[src/rtl/rx_frame_loader_pkg.sv]
// Shared types, framing constants and FSM/error encodings for the rx frame loader.
// Defining CHECKSUM_EN adds the checksum state to the FSM encoding.
package ControlRx_in;

    localparam int unsigned DataW = 8;
    localparam int unsigned MaxN  = 8;

    typedef logic [DataW-1:0]         DataIn_t;
    typedef DataIn_t [MaxN*MaxN-1:0]  Matriz_t;
    typedef logic                     One_t;

    localparam DataIn_t SOF        = 8'hFE;
    localparam DataIn_t EOF        = 8'hEF;
    localparam DataIn_t CMD_SIZE   = 8'h01;
    localparam DataIn_t CMD_MATRIX = 8'h02;
    localparam DataIn_t CMD_VECTOR = 8'h03;
    localparam DataIn_t CMD_START  = 8'h04;

    typedef enum logic [2:0] {
        ErrNone     = 3'd0,
        ErrCmd      = 3'd1,
        ErrLen      = 3'd2,
        ErrRange    = 3'd3,
        ErrEnd      = 3'd4,
        ErrNotReady = 3'd5,
        ErrBusy     = 3'd6,
        ErrChk      = 3'd7
    } err_code_e;

    typedef enum logic [2:0] {
        StIdle,
        StLen,
        StCmd,
        StPayload,
        StEnd
`ifdef CHECKSUM_EN
        , StChk
`endif
    } state_e;

endpackage

[src/rtl/rx_operand_store.sv]
// Matrix/vector operand register file; one element written per cycle at a flat index.
module rx_operand_store
    import ControlRx_in::*;
#(
    parameter int unsigned DATA_W = 8,
    parameter int unsigned MAX_N  = 8
) (
    input  logic                          clk,
    input  logic                          reset,
    input  logic                          we_i,
    input  logic                          sel_mat_i,
    input  logic [DATA_W-1:0]             idx_i,
    input  logic [DATA_W-1:0]             wdata_i,
    output logic [MAX_N*MAX_N*DATA_W-1:0] matrix_o,
    output logic [MAX_N*DATA_W-1:0]       vector_o
);

    logic [MAX_N*MAX_N-1:0][DATA_W-1:0] mat_q;
    logic [MAX_N-1:0][DATA_W-1:0]       vec_q;

    // Index compare per entry keeps out-of-range indices harmless.
    always_ff @(posedge clk or negedge reset) begin
        if (!reset) begin
            mat_q <= '0;
            vec_q <= '0;
        end else if (we_i) begin
            if (sel_mat_i) begin
                for (int k = 0; k < MAX_N * MAX_N; k++) begin
                    if (int'(idx_i) == k) mat_q[k] <= wdata_i;
                end
            end else begin
                for (int k = 0; k < MAX_N; k++) begin
                    if (int'(idx_i) == k) vec_q[k] <= wdata_i;
                end
            end
        end
    end

    assign matrix_o = mat_q;
    assign vector_o = vec_q;

endmodule

[src/rtl/rx_frame_loader.sv]
// Parses framed UART commands into size/matrix/vector operands and issues the array start pulse.
// Optional CHECKSUM_EN adds an XOR checksum byte before the end byte.
module rx_frame_loader
    import ControlRx_in::*;
#(
    parameter int unsigned DATA_W = 8,
    parameter int unsigned MAX_N  = 8
) (
    input  logic                          clk,
    input  logic                          reset,
    input  logic [DATA_W-1:0]             rx_data,
    input  logic                          rx_valid,
    input  logic                          busy_i,
    output logic [DATA_W-1:0]             size_o,
    output logic [MAX_N*MAX_N*DATA_W-1:0] matrix_o,
    output logic [MAX_N*DATA_W-1:0]       vector_o,
    output logic                          ready_o,
    output logic                          start_o,
    output logic                          err_o,
    output logic [2:0]                    err_code_o
);

`ifdef CHECKSUM_EN
    localparam state_e StAfterPayload = StChk;
`else
    localparam state_e StAfterPayload = StEnd;
`endif

    state_e            state_q, state_d;
    logic [DATA_W-1:0] cnt_q, cnt_d, len_q, len_d, cmd_q, cmd_d, chk_q, chk_d;
    logic [DATA_W-1:0] size_q, size_d, size_pend_q, size_pend_d;
    One_t              mat_loaded_q, mat_loaded_d, vec_loaded_q, vec_loaded_d;
    logic              start_q, start_d, err_q, err_d;
    err_code_e         err_code_q, err_code_d, fail_code;
    logic              fail, store_we, ready;
    logic              cmd_known, needs_n, len_ok;
    logic [15:0]       n_ext, exp_len;

    assign ready = (size_q != '0) && mat_loaded_q && vec_loaded_q;

    // Expected LEN for the command byte currently on rx_data.
    always_comb begin
        n_ext     = 16'(size_q);
        cmd_known = 1'b1;
        if (rx_data == DATA_W'(CMD_SIZE))        exp_len = 16'd2;
        else if (rx_data == DATA_W'(CMD_MATRIX)) exp_len = 16'd1 + n_ext * n_ext;
        else if (rx_data == DATA_W'(CMD_VECTOR)) exp_len = 16'd1 + n_ext;
        else if (rx_data == DATA_W'(CMD_START))  exp_len = 16'd1;
        else begin
            exp_len   = '0;
            cmd_known = 1'b0;
        end
        needs_n = (rx_data == DATA_W'(CMD_MATRIX)) || (rx_data == DATA_W'(CMD_VECTOR));
        len_ok  = (16'(len_q) == exp_len) && !(needs_n && size_q == '0);
    end

    always_comb begin
        state_d      = state_q;
        cnt_d        = cnt_q;
        len_d        = len_q;
        cmd_d        = cmd_q;
        chk_d        = chk_q;
        size_d       = size_q;
        size_pend_d  = size_pend_q;
        mat_loaded_d = mat_loaded_q;
        vec_loaded_d = vec_loaded_q;
        start_d      = 1'b0;
        err_d        = 1'b0;
        err_code_d   = err_code_q;
        fail         = 1'b0;
        fail_code    = ErrNone;
        store_we     = 1'b0;
        if (rx_valid) begin
            unique case (state_q)
                StIdle: begin
                    if (rx_data == DATA_W'(SOF)) begin
                        state_d = StLen;
                        cnt_d   = '0;
                    end
                end
                StLen: begin
                    len_d   = rx_data;
                    chk_d   = rx_data;
                    state_d = StCmd;
                end
                StCmd: begin
                    cmd_d = rx_data;
                    chk_d = chk_q ^ rx_data;
                    if (!cmd_known) begin
                        fail      = 1'b1;
                        fail_code = ErrCmd;
                    end else if (!len_ok) begin
                        fail      = 1'b1;
                        fail_code = ErrLen;
                    end else if (len_q == DATA_W'(1)) begin
                        state_d = StAfterPayload;
                    end else begin
                        state_d = StPayload;
                    end
                end
                StPayload: begin
                    chk_d = chk_q ^ rx_data;
                    cnt_d = cnt_q + DATA_W'(1);
                    if (cmd_q == DATA_W'(CMD_SIZE)) begin
                        if (rx_data == '0 || rx_data > DATA_W'(MAX_N)) begin
                            fail      = 1'b1;
                            fail_code = ErrRange;
                        end else begin
                            size_pend_d = rx_data;
                        end
                    end else begin
                        store_we = 1'b1;
                    end
                    if (cnt_q == len_q - DATA_W'(2)) state_d = StAfterPayload;
                end
`ifdef CHECKSUM_EN
                StChk: begin
                    if (rx_data != chk_q) begin
                        fail      = 1'b1;
                        fail_code = ErrChk;
                    end else begin
                        state_d = StEnd;
                    end
                end
`endif
                StEnd: begin
                    state_d = StIdle;
                    if (rx_data != DATA_W'(EOF)) begin
                        fail      = 1'b1;
                        fail_code = ErrEnd;
                    end else if (cmd_q == DATA_W'(CMD_SIZE)) begin
                        size_d       = size_pend_q;
                        mat_loaded_d = 1'b0;
                        vec_loaded_d = 1'b0;
                    end else if (cmd_q == DATA_W'(CMD_MATRIX)) begin
                        mat_loaded_d = 1'b1;
                    end else if (cmd_q == DATA_W'(CMD_VECTOR)) begin
                        vec_loaded_d = 1'b1;
                    end else if (busy_i) begin
                        fail      = 1'b1;
                        fail_code = ErrBusy;
                    end else if (!ready) begin
                        fail      = 1'b1;
                        fail_code = ErrNotReady;
                    end else begin
                        start_d = 1'b1;
                    end
                end
                default: state_d = StIdle;
            endcase
            if (fail) begin
                err_d      = 1'b1;
                err_code_d = fail_code;
                state_d    = StIdle;
                // Past CMD the payload may already have overwritten part of the operand.
                if (state_q != StCmd) begin
                    if (cmd_q == DATA_W'(CMD_MATRIX)) mat_loaded_d = 1'b0;
                    if (cmd_q == DATA_W'(CMD_VECTOR)) vec_loaded_d = 1'b0;
                end
            end
        end
    end

    always_ff @(posedge clk or negedge reset) begin
        if (!reset) begin
            state_q      <= StIdle;
            cnt_q        <= '0;
            len_q        <= '0;
            cmd_q        <= '0;
            chk_q        <= '0;
            size_q       <= '0;
            size_pend_q  <= '0;
            mat_loaded_q <= 1'b0;
            vec_loaded_q <= 1'b0;
            start_q      <= 1'b0;
            err_q        <= 1'b0;
            err_code_q   <= ErrNone;
        end else begin
            state_q      <= state_d;
            cnt_q        <= cnt_d;
            len_q        <= len_d;
            cmd_q        <= cmd_d;
            chk_q        <= chk_d;
            size_q       <= size_d;
            size_pend_q  <= size_pend_d;
            mat_loaded_q <= mat_loaded_d;
            vec_loaded_q <= vec_loaded_d;
            start_q      <= start_d;
            err_q        <= err_d;
            err_code_q   <= err_code_d;
        end
    end

    rx_operand_store #(
        .DATA_W (DATA_W),
        .MAX_N  (MAX_N)
    ) u_store (
        .clk       (clk),
        .reset     (reset),
        .we_i      (store_we),
        .sel_mat_i (cmd_q == DATA_W'(CMD_MATRIX)),
        .idx_i     (cnt_q),
        .wdata_i   (rx_data),
        .matrix_o  (matrix_o),
        .vector_o  (vector_o)
    );

    assign size_o     = size_q;
    assign ready_o    = ready;
    assign start_o    = start_q;
    assign err_o      = err_q;
    assign err_code_o = err_code_q;

endmodule

[config.mk]
export PLATFORM = sky130hd
export DESIGN_NAME = rx_frame_loader
export DESIGN_NICKNAME = d
export VERILOG_FILES = /design/src/rtl/rx_frame_loader_pkg.sv /design/src/rtl/rx_operand_store.sv /design/src/rtl/rx_frame_loader.sv
export SDC_FILE = /design/constraint.sdc
export NUM_CORES = 1
export LEC_CHECK = 0
export ABC_AREA = 1
export CAP_MARGIN = 40
export CORE_ASPECT_RATIO = 0.6
export CORE_UTILIZATION = 45
export CTS_CLUSTER_SIZE = 10
export DETAILED_ROUTE_END_ITERATION = 8
export GPL_TIMING_DRIVEN = 0
export PLACE_DENSITY = 0.83
export SYNTH_ARGS = -nofsm -noshare
export SYNTH_HDL_FRONTEND = slang
export SYNTH_SLANG_ARGS = --single-unit
[constraint.sdc]
create_clock -name clk -period 6.1 [get_ports clk]
set_clock_uncertainty 0.2 [all_clocks]
set_input_delay 0.61 -clock clk [delete_from_list [all_inputs] [get_ports clk]]
set_output_delay 0.61 -clock clk [all_outputs]
set_load 0.005 [all_outputs]
# Yosys cells after proc, flatten, opt, wreduce, memory -nomap -nowiden

Index checks and enable logic that the tools add are counted.
Widths: inputs -> output; s select.

Bits in registers: 626
Output and inout bits: 590
Logic and storage cells: 337

Add/sub/neg operators: 4
Multipliers: 1
Order comparisons: 1
Equality and inequality tests: 85
Muxes and demuxes: 68
Bitwise operators: 3
Reductions and logical operators: 92

Operators by type and width:

| kind                  | number |
|---|---|
| $eq 8x7->1 const B    | 32 |
| $reduce_and 3->1      | 73 |
| $eq 8x6->1 const B    | 16 |
| $eq 8x5->1 const B    | 8 |
| $mux 1                | 44 |
| $eq 8x2->1 const B    | 5 |
| $mux 3                | 12 |
| $eq 8x4->1 const B    | 4 |
| $mux 16               | 2 |
| $eq 8x1->1 const B    | 3 |
| $eq 8x3->1 const B    | 3 |
| $logic_not 8->1       | 3 |
| $add 1x16->16 const A | 1 |
| $eq 8x16->1           | 1 |
| $mul 8x8->16          | 1 |
| $pmux 8 s2            | 1 |
| $ne 3x3->1 const B    | 4 |
| $pmux 3 s4            | 1 |
| $add 1x8->9 const A   | 1 |
| $mux 9                | 1 |
| $pmux 3 s3            | 1 |
| $add 8x1->8 const B   | 1 |
| $eq 8x8->1            | 1 |
| $eq 8x8->1 const B    | 1 |
| other kinds (21)      | 34 |

# Longest topological paths before layout

Gate-level depths: netlist (run 1).

Depth in word-level cells: 13
Depth in mapped cells: 31
Gate-level depth less buffers: 30

# By module

From an unflattened synthesis (run 1), not the netlist that was laid out.

Cell total of the unflattened synthesis: 3,370
Area, all modules: 28,078.2 um2

By module, submodules not included:

| module           | times used | cells each | area each (um2) |
|---|---|---|---|
| rx_operand_store | 1          | 2,656      | 23,224.8 |
| rx_frame_loader  | 1          | 714        | 4,853.4 |

# Worst setup path before layout (run 1)

OpenSTA, ideal clock, no wires.

Path type: reg-to-reg
Start: reg size_q[2], in the netlist size_o[2]
End: reg err_code_q[1], in the netlist err_code_o[1]
Arrival: 4.427 ns
Path slack: 1.357 ns
Stages on the path, launching flop included: 29
Clock period less this slack: 4.743 ns
Cells stage by stage: dfrtp_1 -> buf_2 -> nand2_1 -> inv_1 -> fa_1 -> inv_1 -> fa_1 -> fa_1 -> inv_1 -> fa_1 -> ha_1 -> nand2_1 -> inv_1 -> a21oi_1 -> nand2_1 -> nand2_1 -> nand2_1 -> nand2_1 -> nand2_1 -> nor2_1 -> nand2_1 -> nand2_1 -> nand3_2 -> nand2_2 -> nand2_2 -> nand2_2 -> inv_2 -> nand2_1 -> nand2_1

Word-level cells in the longest chain between the ends: 12

Ends and longest elaborated chain:

| element                                               | RTL line               | text |
|---|---|---|
| start, declared                                       | rx_frame_loader.sv:31  | `logic [DATA_W-1:0] size_q, size_d, size_pend_q, size_pend_d;` |
| start signal, assigned                                | rx_frame_loader.sv:184 | `size_q <= size_d;` |
| branches (longest 12 deep; another with $mul 8x8->16) | --                     |  |
| end signal, assigned                                  | rx_frame_loader.sv:177 | `err_code_q <= ErrNone;` |
| end signal, assigned                                  | rx_frame_loader.sv:190 | `err_code_q <= err_code_d;` |
| end, declared                                         | rx_frame_loader.sv:34  | `err_code_e err_code_q, err_code_d, fail_code;` |

Parallel ways; which one is timed is not known. The select of a mux whose other input is x is not followed.
A chain may end at the register's enable or synchronous reset.

# Worst setup path in the final report (run 1)

Start: reg size_q[7], in the netlist size_o[7]
End: reg err_code_q[1], in the netlist err_code_o[1]

Same word-level chain as after synthesis.

==> results of run 1 <==
path summary, 6_finish.rpt:
check                                           from                    end  slack [ps]  cells after the start
worst min-delay path            u_store.matrix_o[99]   u_store.matrix_o[99]         280                      2
worst max-delay path                       size_o[7]          err_code_o[1]         410                     26
worst max register to register             size_o[7]          err_code_o[1]         410                     26
worst min register to register  u_store.matrix_o[99]   u_store.matrix_o[99]         280                      2
max in group asynchronous                      reset  u_store.matrix_o[504]        3280                      5
min in group asynchronous                      reset  u_store.matrix_o[185]         480                      2
cells by family (layout without fill, tap and decap cells):
| group | count (synthesis) | after routing | synth area share [%] |
|---|---|---|---|
| xor+xnor | 25 | 25 | 0.812 |
| flops | 626 | 626 | 58.1 |
| compound gates | 642 | 642 | 12.0 |
| buf+inv | 310 | 1012 | 6.55 |
| fa+ha+maj | 58 | 58 | 3.30 |
| simple gates | 1100 | 1100 | 19.3 |
cell usage after synthesis:
| cell type | number | area [sq um] |
|---|---|---|
| a21oi_1 | 22 | 110 |
| o21ai_0 | 526 | 2630 |
| and3b_1 | 1 | 8.76 |
| nand3_1 | 60 | 300 |
| nor4_1 | 2 | 12.5 |
| a21oi_2 | 2 | 17.5 |
| ha_1 | 36 | 450 |
| nor2_2 | 2 | 12.5 |
| nand2_1 | 812 | 3050 |
| nor4_4 | 2 | 42.5 |
| nand2_2 | 4 | 25.0 |
| nor3b_1 | 1 | 7.51 |
| nand3_4 | 60 | 1050 |
| nor2_4 | 4 | 45.0 |
| nand3_2 | 1 | 10.0 |
| buf_12 | 6 | 120 |
| o21bai_1 | 1 | 7.51 |
| or2_2 | 1 | 6.26 |
| dfrtp_1 | 626 | 15700 |
| a31oi_1 | 1 | 6.26 |
| buf_4 | 2 | 15.0 |
| inv_1 | 138 | 518 |
| buf_6 | 64 | 721 |
| nor3_1 | 7 | 35.0 |
| nand3b_1 | 1 | 7.51 |
| nor3_2 | 1 | 10.0 |
| buf_2 | 15 | 75.1 |
| nor2_1 | 121 | 454 |
| o21ai_1 | 88 | 440 |
| and3_1 | 1 | 6.26 |
| xor2_1 | 13 | 114 |
| fa_1 | 22 | 440 |
| nand4_1 | 17 | 106 |
| a211oi_1 | 2 | 15.0 |
| clkbuf_1 | 81 | 304 |
| xnor2_1 | 12 | 105 |
| inv_2 | 4 | 15.0 |
| nand2_4 | 1 | 11.3 |
| or2_4 | 1 | 8.76 |
routing by layer:
layer	up-vias	share of wire [%]	track usage, %
met2	1160	44	46.7
li1	10400	-	-
met5	-	0.049	0.556
met3	207	9.9	9.39
met1	11700	43	43.7
met4	2	3.0	9.75
worst reg2reg max path, stage by stage, from the launching register on:
cell	delay [ps]
dfrtp_1	420
clkbuf_1	440
nand2_1	210
fa_1	540
fa_1	520
fa_1	540
fa_1	570
inv_1	50
ha_1	350
nand2_1	130
inv_1	50
a21oi_1	170
nand2_1	110
nand2_1	100
nand2_1	50
nand2_1	60
nand2_1	50
nor2_1	160
nand2_1	120
nand2_1	90
nand3_2	120
nand2_2	90
nand2_2	70
nand2_2	160
inv_2	70
nand2_1	70
nand2_1	60
area by class of cell:
cell class | instances | area share, %
Buffer | 168 | 3.41
Timing Repair Buffer | 617 | 17.4
Clock buffer | 77 | 5.23
Multi-Input combinational cell | 1825 | 26.3
Tap cell | 781 | 2.70
Clock inverter | 8 | 0.242
Sequential cell | 626 | 43.2
Inverter | 142 | 1.47
through the flow:
stage                     hold WS (ps)  setup WS, ps  util (%)  area [sq um]
after global routing               299           132      61.2         36300
after floorplan                    114          1360         -         27000
after CTS                          285           516      61.2         36300
after global placement             264        -23280      57.4         34000
after detailed placement           272           567      57.8         34300
final                              279           413      61.2         36300
registers in the layout, indices dropped and copies added, names as in the netlist:
register,count
cmd_q,8
u_store.matrix_o,512
mat_loaded_q,1
size_o,8
start_o,1
cnt_q,8
vec_loaded_q,1
u_store.vector_o,64
len_q,8
err_o,1
size_pend_q,8
err_code_o,3
state_q,3
report_power, final:
group | internal, W | total (W) | switching (W) | leakage [nW]
clock | 0.00220 | 0.00387 | 0.00167 | 0.973
sequential | 0.00429 | 0.00441 | 0.000119 | 8.67
combinational | 0.000368 | 0.00107 | 0.000702 | 6.37
total | 0.00685 | 0.00935 | 0.00249 | 16.0
==> flow_summary.json, run 1 <==
{
  "worst_ir_drop_vdd_v": 0.000260,
  "cts_made_buffers": 73,
  "grt-ovfl-total": 0,
  "routed_wl_microns": 95500,
  "dp_cells": 4158,
  "drt_iter0_drc": 2202,
  "area_delta_synth_final_pct": 34.4,
  "max_clock_freq_ghz": 0.176,
  "layout_min_cycle_time_ps": 5690,
  "rsz0062_at_grt": "no",
  "layout_commonest_cell": "nand2_1",
  "cp.arrival_ps": 5980,
  "power_density_mw_per_mm2": 258,
  "rows": 69,
  "clockRootBuffer": "clkbuf_16",
  "grt_first_pass_wirelength_microns": 144000,
  "final_cell_mix": "812 x nand2_1, 626 x dfrtp_1, 600 x clkdlybuf4s50_1",
  "min_path_type": "reg2reg",
  "required_ps": 6400,
  "cp-end-kind": "register",
  "insertion_delay_ps": 610,
  "slowest_stage": "fa_1",
  "worst_slew_pin_slew_ps": 919,
  "io_buffers": 601,
  "hpwl_microns": 69100,
  "n_fill_cell": 4688,
  "grt_max_degree": 121,
  "finalWeightedCongestion": 0.959,
  "ys_types": 39,
  "path_class": "reg2reg",
  "multi_input_area_sq_mm": 0.00955,
  "start_util_pct": 45.6,
  "ff_latch_area_sq_mm": 0.0157,
  "vias_per_cell": 5.51,
  "syn_area_sq_mm": 0.0270,
  "die_area_sq_mm": 0.0610,
  "critPathBufInv": 4,
  "clock-sinks": 626,
  "cts_hold_buf": 1,
  "tns_ps": 0,
  "final_hold_viol_count": 0,
  "synth_nets": 2831,
  "vias": 23400,
  "drcViolationCount": 0,
  "cp_top_family": "adder cells",
  "die_w_microns": 318,
  "crit_path_start_kind": "register",
  "cts_setup_buffers": 0,
  "diodes": 0,
  "antenna_found_initial": 2,
  "worstPathMaxFanout": 10,
  "ys_seq_area_share_pct": 58.1,
  "firstDrtPassIters": 6,
  "io-pin-count": 602,
  "core_area_sq_mm": 0.0592,
  "track_usage_pct": 31.2,
  "max-clock-path-buffers": 3,
  "grt_pass1_vias": 22900,
  "power_leakage_nw": 16.0,
  "ant_nets": 0,
  "max_stage_delay_ps": 570,
  "cts_tree": "done",
  "wire_per_inst_microns": 22.5,
  "layout-drive-gt1-share_pct": 7.80,
  "period_share_pct": 93.2,
  "syn-instance-count": 2761,
  "ys_ff_latch": 626,
  "crit_top_cell": "nand2_1",
  "die_height_microns": 192,
  "fin_nets": 3523,
  "synth.avg_cell_area_sq_um": 9.77,
  "path_clk_slew_ps": 50,
  "htree_levels": 3,
  "slew_violations": 0,
  "fin_cells": 4244,
  "drv_cap": 0,
  "status": "completed",
  "maxSlewHeadroom_pct": 38.7,
  "power_w": 0.00935,
  "cts.repair.resized": 0,
  "setup_violations": 0,
  "yosys_warnings": 0
}
Note: power is estimated with default switching activity, not from simulation.
==> inputs of run 2 (changes only) <==
SETUP_SLACK_MARGIN = 0.3   (was not set)
==> flow_summary.json, run 2 (synthesis gave the netlist of run 1 again) <==
{
  "status": "completed",
  "routed_wl_microns": 95500,
  "cp-end-kind": "register",
  "clock-sinks": 626,
  "core_area_sq_mm": 0.0592,
  "grt_max_degree": 121,
  "setup_violations": 0,
  "die_area_sq_mm": 0.0610,
  "ant_nets": 0,
  "insertion_delay_ps": 610,
  "htree_levels": 3,
  "cp_top_family": "adder cells",
  "slowest_stage": "fa_1",
  "startpoint": "size_o[1]",
  "die_w_microns": 318,
  "power_frac_seq_pct": 47.2,
  "area_delta_synth_final_pct": 34.4,
  "grt_pass1_vias": 22900,
  "track_usage_pct": 31.2,
  "layout_min_cycle_time_ps": 5540,
  "critPathBufInv": 4,
  "fin_area_sq_mm": 0.0363,
  "io-pin-count": 602,
  "path_class": "reg2reg",
  "antenna_found_initial": 2,
  "swShare_pct": 26.7,
  "drcViolationCount": 0,
  "worstReg2RegStart": "size_o[1]",
  "p_int_w": 0.00685,
  "power_w": 0.00935,
  "rsz0062_at_grt": "no",
  "tns_ps": 0,
  "p_clk_share_pct": 41.4,
  "period_share_pct": 90.7,
  "final_hold_viol_count": 0,
  "drv_cap": 0,
  "worst_slew_pin_slew_ps": 911,
  "wire_per_inst_microns": 22.5,
  "pwr-share-comb_pct": 11.5,
  "final_cell_mix": "812 x nand2_1, 625 x dfrtp_1, 600 x clkdlybuf4s50_1",
  "worstPathMaxFanout": 10,
  "cp.arrival_ps": 5830,
  "max_clock_freq_ghz": 0.181,
  "io_buffers": 601,
  "min_path_type": "reg2reg",
  "layout-drive-gt1-share_pct": 7.85,
  "crit_path_start_kind": "register",
  "power_leakage_nw": 16.0,
  "worst_ir_drop_vdd_v": 0.000260,
  "finalWeightedCongestion": 0.959,
  "vias_per_cell": 5.51,
  "required_ps": 6400,
  "max_stage_delay_ps": 570,
  "drt_iter0_drc": 2210,
  "layout_commonest_cell": "nand2_1",
  "largest_reg_flops": 512,
  "start_util_pct": 45.6,
  "min-delay-start": "u_store.matrix_o[309]",
  "fin_nets": 3523,
  "clockRootBuffer": "clkbuf_16",
  "path_clk_slew_ps": 50,
  "die_height_microns": 192,
  "firstDrtPassIters": 6,
  "cts_tree": "done",
  "diodes": 0,
  "grt_first_pass_wirelength_microns": 144000,
  "max-clock-path-buffers": 3,
  "vias": 23400,
  "hpwl_microns": 69100,
  "slew_violations": 0,
  "power_density_mw_per_mm2": 258,
  "cts_made_buffers": 73,
  "grt-ovfl-total": 0,
  "rows": 69,
  "crit_top_cell": "nand2_1",
  "post_dp_cell_area_sq_mm": 0.0343,
  "netSwitchingPower_w": 0.00249,
  "maxSlewHeadroom_pct": 39.2
}
run 2: cell counts in the layout (fill, tap and decap cells not counted):
Identical to the previous run, type by type.
run 2: metrics by stage:
step / hold WS [ps] / std cells / util [%] / worst slack, ps
detailed placement: 272 / 4158 / 57.8 / 567
global route: 299 / 4244 / 61.2 / 309
global placement: 264 / 4143 / 57.4 / -23280
floorplan: 114 / 2761 / - / 1360
finish: 280 / 4244 / 61.2 / 565
CTS: 285 / 4244 / 61.2 / 516
run 2: path summary, 6_finish.rpt:
kind / cells after the start / to / slack [ps]
worst max-delay path: 26 / err_code_o[1] / 560
worst min-delay path: 2 / u_store.matrix_o[309] / 280
worst max register to register: 26 / err_code_o[1] / 560
worst min register to register: 2 / u_store.matrix_o[309] / 280
max in group asynchronous: 5 / u_store.matrix_o[504] / 3280
min in group asynchronous: 2 / u_store.matrix_o[185] / 470
run 2: metal layers:
| metal | global-route usage (%) | share of wire (%) | vias to the layer above |
|---|---|---|---|
| met2 | 46.7 | 44 | 1188 |
| li1 | - | - | 10400 |
| met4 | 9.75 | 3.0 | 2 |
| met3 | 9.39 | 10 | 201 |
| met5 | 0.556 | 0.049 | - |
| met1 | 43.7 | 43 | 11600 |
run 2: power by group through the flow:
stage | registers [W] | clock network, W | logic, W
after global placement | 0.00448 | 0 | 0.00101
after floorplan | 0.00445 | 0 | 0.000570
after CTS | 0.00440 | 0.00390 | 0.00107
after global routing | 0.00442 | 0.00407 | 0.00118
final | 0.00441 | 0.00387 | 0.00107
after detailed placement | 0.00447 | 0 | 0.00106
run 2: timing repair:
item                                    CTS  global route
endpoints found under the setup margin    0             7
resized for setup                         0             3
buffers inserted                          0             0
endpoints found under the hold margin   106             0
hold buffers                              1             0
run 2: worst register-to-register path: stages, from the launching register on:
cell and delay [ps]:
dfrtp_1 490, buf_2 290, nand2_1 150, fa_1 520, fa_1 520, fa_1 540
fa_1 570, inv_1 50, ha_1 350, nand2_1 130, inv_1 50, a21oi_1 170
nand2_1 110, nand2_1 100, nand2_1 50, nand2_1 60, nand2_1 50, nor2_1 160
nand2_1 120, nand2_1 90, nand3_2 120, nand2_2 90, nand2_2 70, nand2_2 160
inv_2 70, nand2_1 70, nand2_1 60
run 2: area by class of cell:
type | instances | area [sq um]
buffer | 168 | 1240
clock buffer | 77 | 1890
clock inverter | 8 | 87.6
fill | 4686 | 23000
inverter | 142 | 533
multi-input combinational | 1825 | 9550
sequential | 626 | 15700
tap | 781 | 977
timing repair buffer | 617 | 6310
==> inputs of run 3 (changes only) <==
clock period = 5.3 ns   (was 6.1 ns; I/O delays follow)
==> flow_summary.json, run 3 (synthesis gave the netlist of run 1 again) <==
{
  "cp.arrival_ps": 5240,
  "layout-drive-gt1-share_pct": 9.81,
  "core_area_sq_mm": 0.0592,
  "grt_max_degree": 121,
  "power_density_mw_per_mm2": 294,
  "antenna_found_initial": 2,
  "cts_made_buffers": 73,
  "firstDrtPassIters": 5,
  "die_area_sq_mm": 0.0610,
  "holdWs_ps": 282,
  "vias": 23700,
  "power_leakage_nw": 16.2,
  "fin_nets": 3547,
  "path_class": "reg2reg",
  "status": "completed",
  "clock-sinks": 626,
  "post_dp_cell_area_sq_mm": 0.0343,
  "max_clock_freq_ghz": 0.203,
  "layout_commonest_cell": "nand2_1",
  "insertion_delay_ps": 610,
  "maxSlewHeadroom_pct": 37.9,
  "finalWeightedCongestion": 0.959,
  "largest_reg_flops": 512,
  "ant_nets": 0,
  "required_ps": 5600,
  "die_w_microns": 318,
  "grt-ovfl-total": 0,
  "grt_first_pass_wirelength_microns": 144000,
  "final_hold_viol_count": 0,
  "track_usage_pct": 31.3,
  "clockRootBuffer": "clkbuf_16",
  "cp-end-kind": "register",
  "path_clk_slew_ps": 50,
  "io-pin-count": 602,
  "final_cell_mix": "795 x nand2_1, 624 x dfrtp_1, 600 x clkdlybuf4s50_1",
  "start_util_pct": 45.6,
  "routed_wl_microns": 96600,
  "worst_ir_drop_vdd_v": 0.000299,
  "htree_levels": 3,
  "grt_pass1_vias": 23000,
  "drcViolationCount": 0,
  "rows": 69,
  "worst_slew_pin_slew_ps": 931,
  "die_height_microns": 192,
  "crit_path_start_kind": "register",
  "min_path_type": "reg2reg",
  "setup_violations": 0,
  "final_util_pct": 62.0,
  "hpwl_microns": 69100,
  "n_fill_cell": 4613,
  "wire_per_inst_microns": 22.6,
  "io_buffers": 601,
  "vias_per_cell": 5.55,
  "period_share_pct": 93.1,
  "max-clock-path-buffers": 3,
  "fin_area_sq_mm": 0.0367,
  "layout_min_cycle_time_ps": 4940,
  "drv_cap": 0,
  "drt_iter0_drc": 2179,
  "cts_tree": "done",
  "rsz0062_at_grt": "yes",
  "diodes": 0,
  "worstPathMaxFanout": 6,
  "power_w": 0.0108,
  "slew_violations": 0,
  "area_delta_synth_final_pct": 36.1
}
## run 3: final cells by class
cell class	count	area, sq um	share of cell area, %
Sequential cell	626	15700	42.7
Multi-Input combinational cell	1825	9760	26.6
Timing Repair Buffer	641	6490	17.7
Clock buffer	77	1890	5.16
Buffer	168	1290	3.52
Tap cell	781	977	2.66
Inverter	142	539	1.47
Clock inverter	8	87.6	0.239
## run 3: worst paths after layout
kind / start / to / slack, ps / cells after the start
max in group asynchronous: reset / u_store.matrix_o[504] / 2550 / 5
worst max-delay path: size_o[4] / err_code_o[1] / 360 / 25
min in group asynchronous: reset / u_store.matrix_o[162] / 390 / 2
worst min-delay path: u_store.matrix_o[99] / u_store.matrix_o[99] / 280 / 2
worst max register to register: size_o[4] / err_code_o[1] / 360 / 25
worst min register to register: u_store.matrix_o[99] / u_store.matrix_o[99] / 280 / 2
## run 3: repair_timing
item,4_1_cts,5_1_grt
endpoints found under the setup margin,9,9
resized for setup,21,55
pin swaps,3,29
setup buffers,3,20
endpoints found under the hold margin,106,0
hold buffers,1,0
gates cloned,0,1
## run 3: where the power goes
part / total (W) / switching [W] / internal (W)
clock network: 0.00446 / 0.00193 / 0.00253
logic: 0.00126 / 0.000826 / 0.000431
registers: 0.00507 / 0.000137 / 0.00494
total: 0.0108 / 0.00289 / 0.00790
## run 3: per-stage QoR
step / worst slack [ps] / std cells / setup TNS [ps]
after floorplan: 557 / 2761 / 0
final: 364 / 4268 / 0
after global placement: -24000 / 4143 / -
after global routing: 148 / 4268 / 0
after detailed placement: -233 / 4158 / -1200
after CTS: 303 / 4247 / 0
## run 3: layer usage
layer  track usage, %  share of wire (%)  vias to the layer above  wire [microns]
met5            0.556              0.049                        -              47
met1             43.6                 43                    11900           41200
met2             46.8                 44                     1209           42700
met3             9.55                 10                      211            9860
met4             9.62                2.9                        2            2790
li1                 -                  -                    10400               -
## run 3: critical path, stage by stage (launching register included)
cell and delay (ps):
dfrtp_1 390, buf_6 150, clkinvlp_4 110, fa_1 470, fa_1 520, fa_1 530, fa_1 550, inv_1 70
ha_4 320, nand2_4 70, nor2_1 130, nand3_1 130, nand3_1 110, nand2_1 50, nand2_1 60, nand2_1 50
nor2_2 120, nand2_1 110, nand2_1 100, nand3_2 110, nand2_2 110, nand2_4 90, nand2_8 110, inv_4 50
nand2_2 60, nand2_2 50
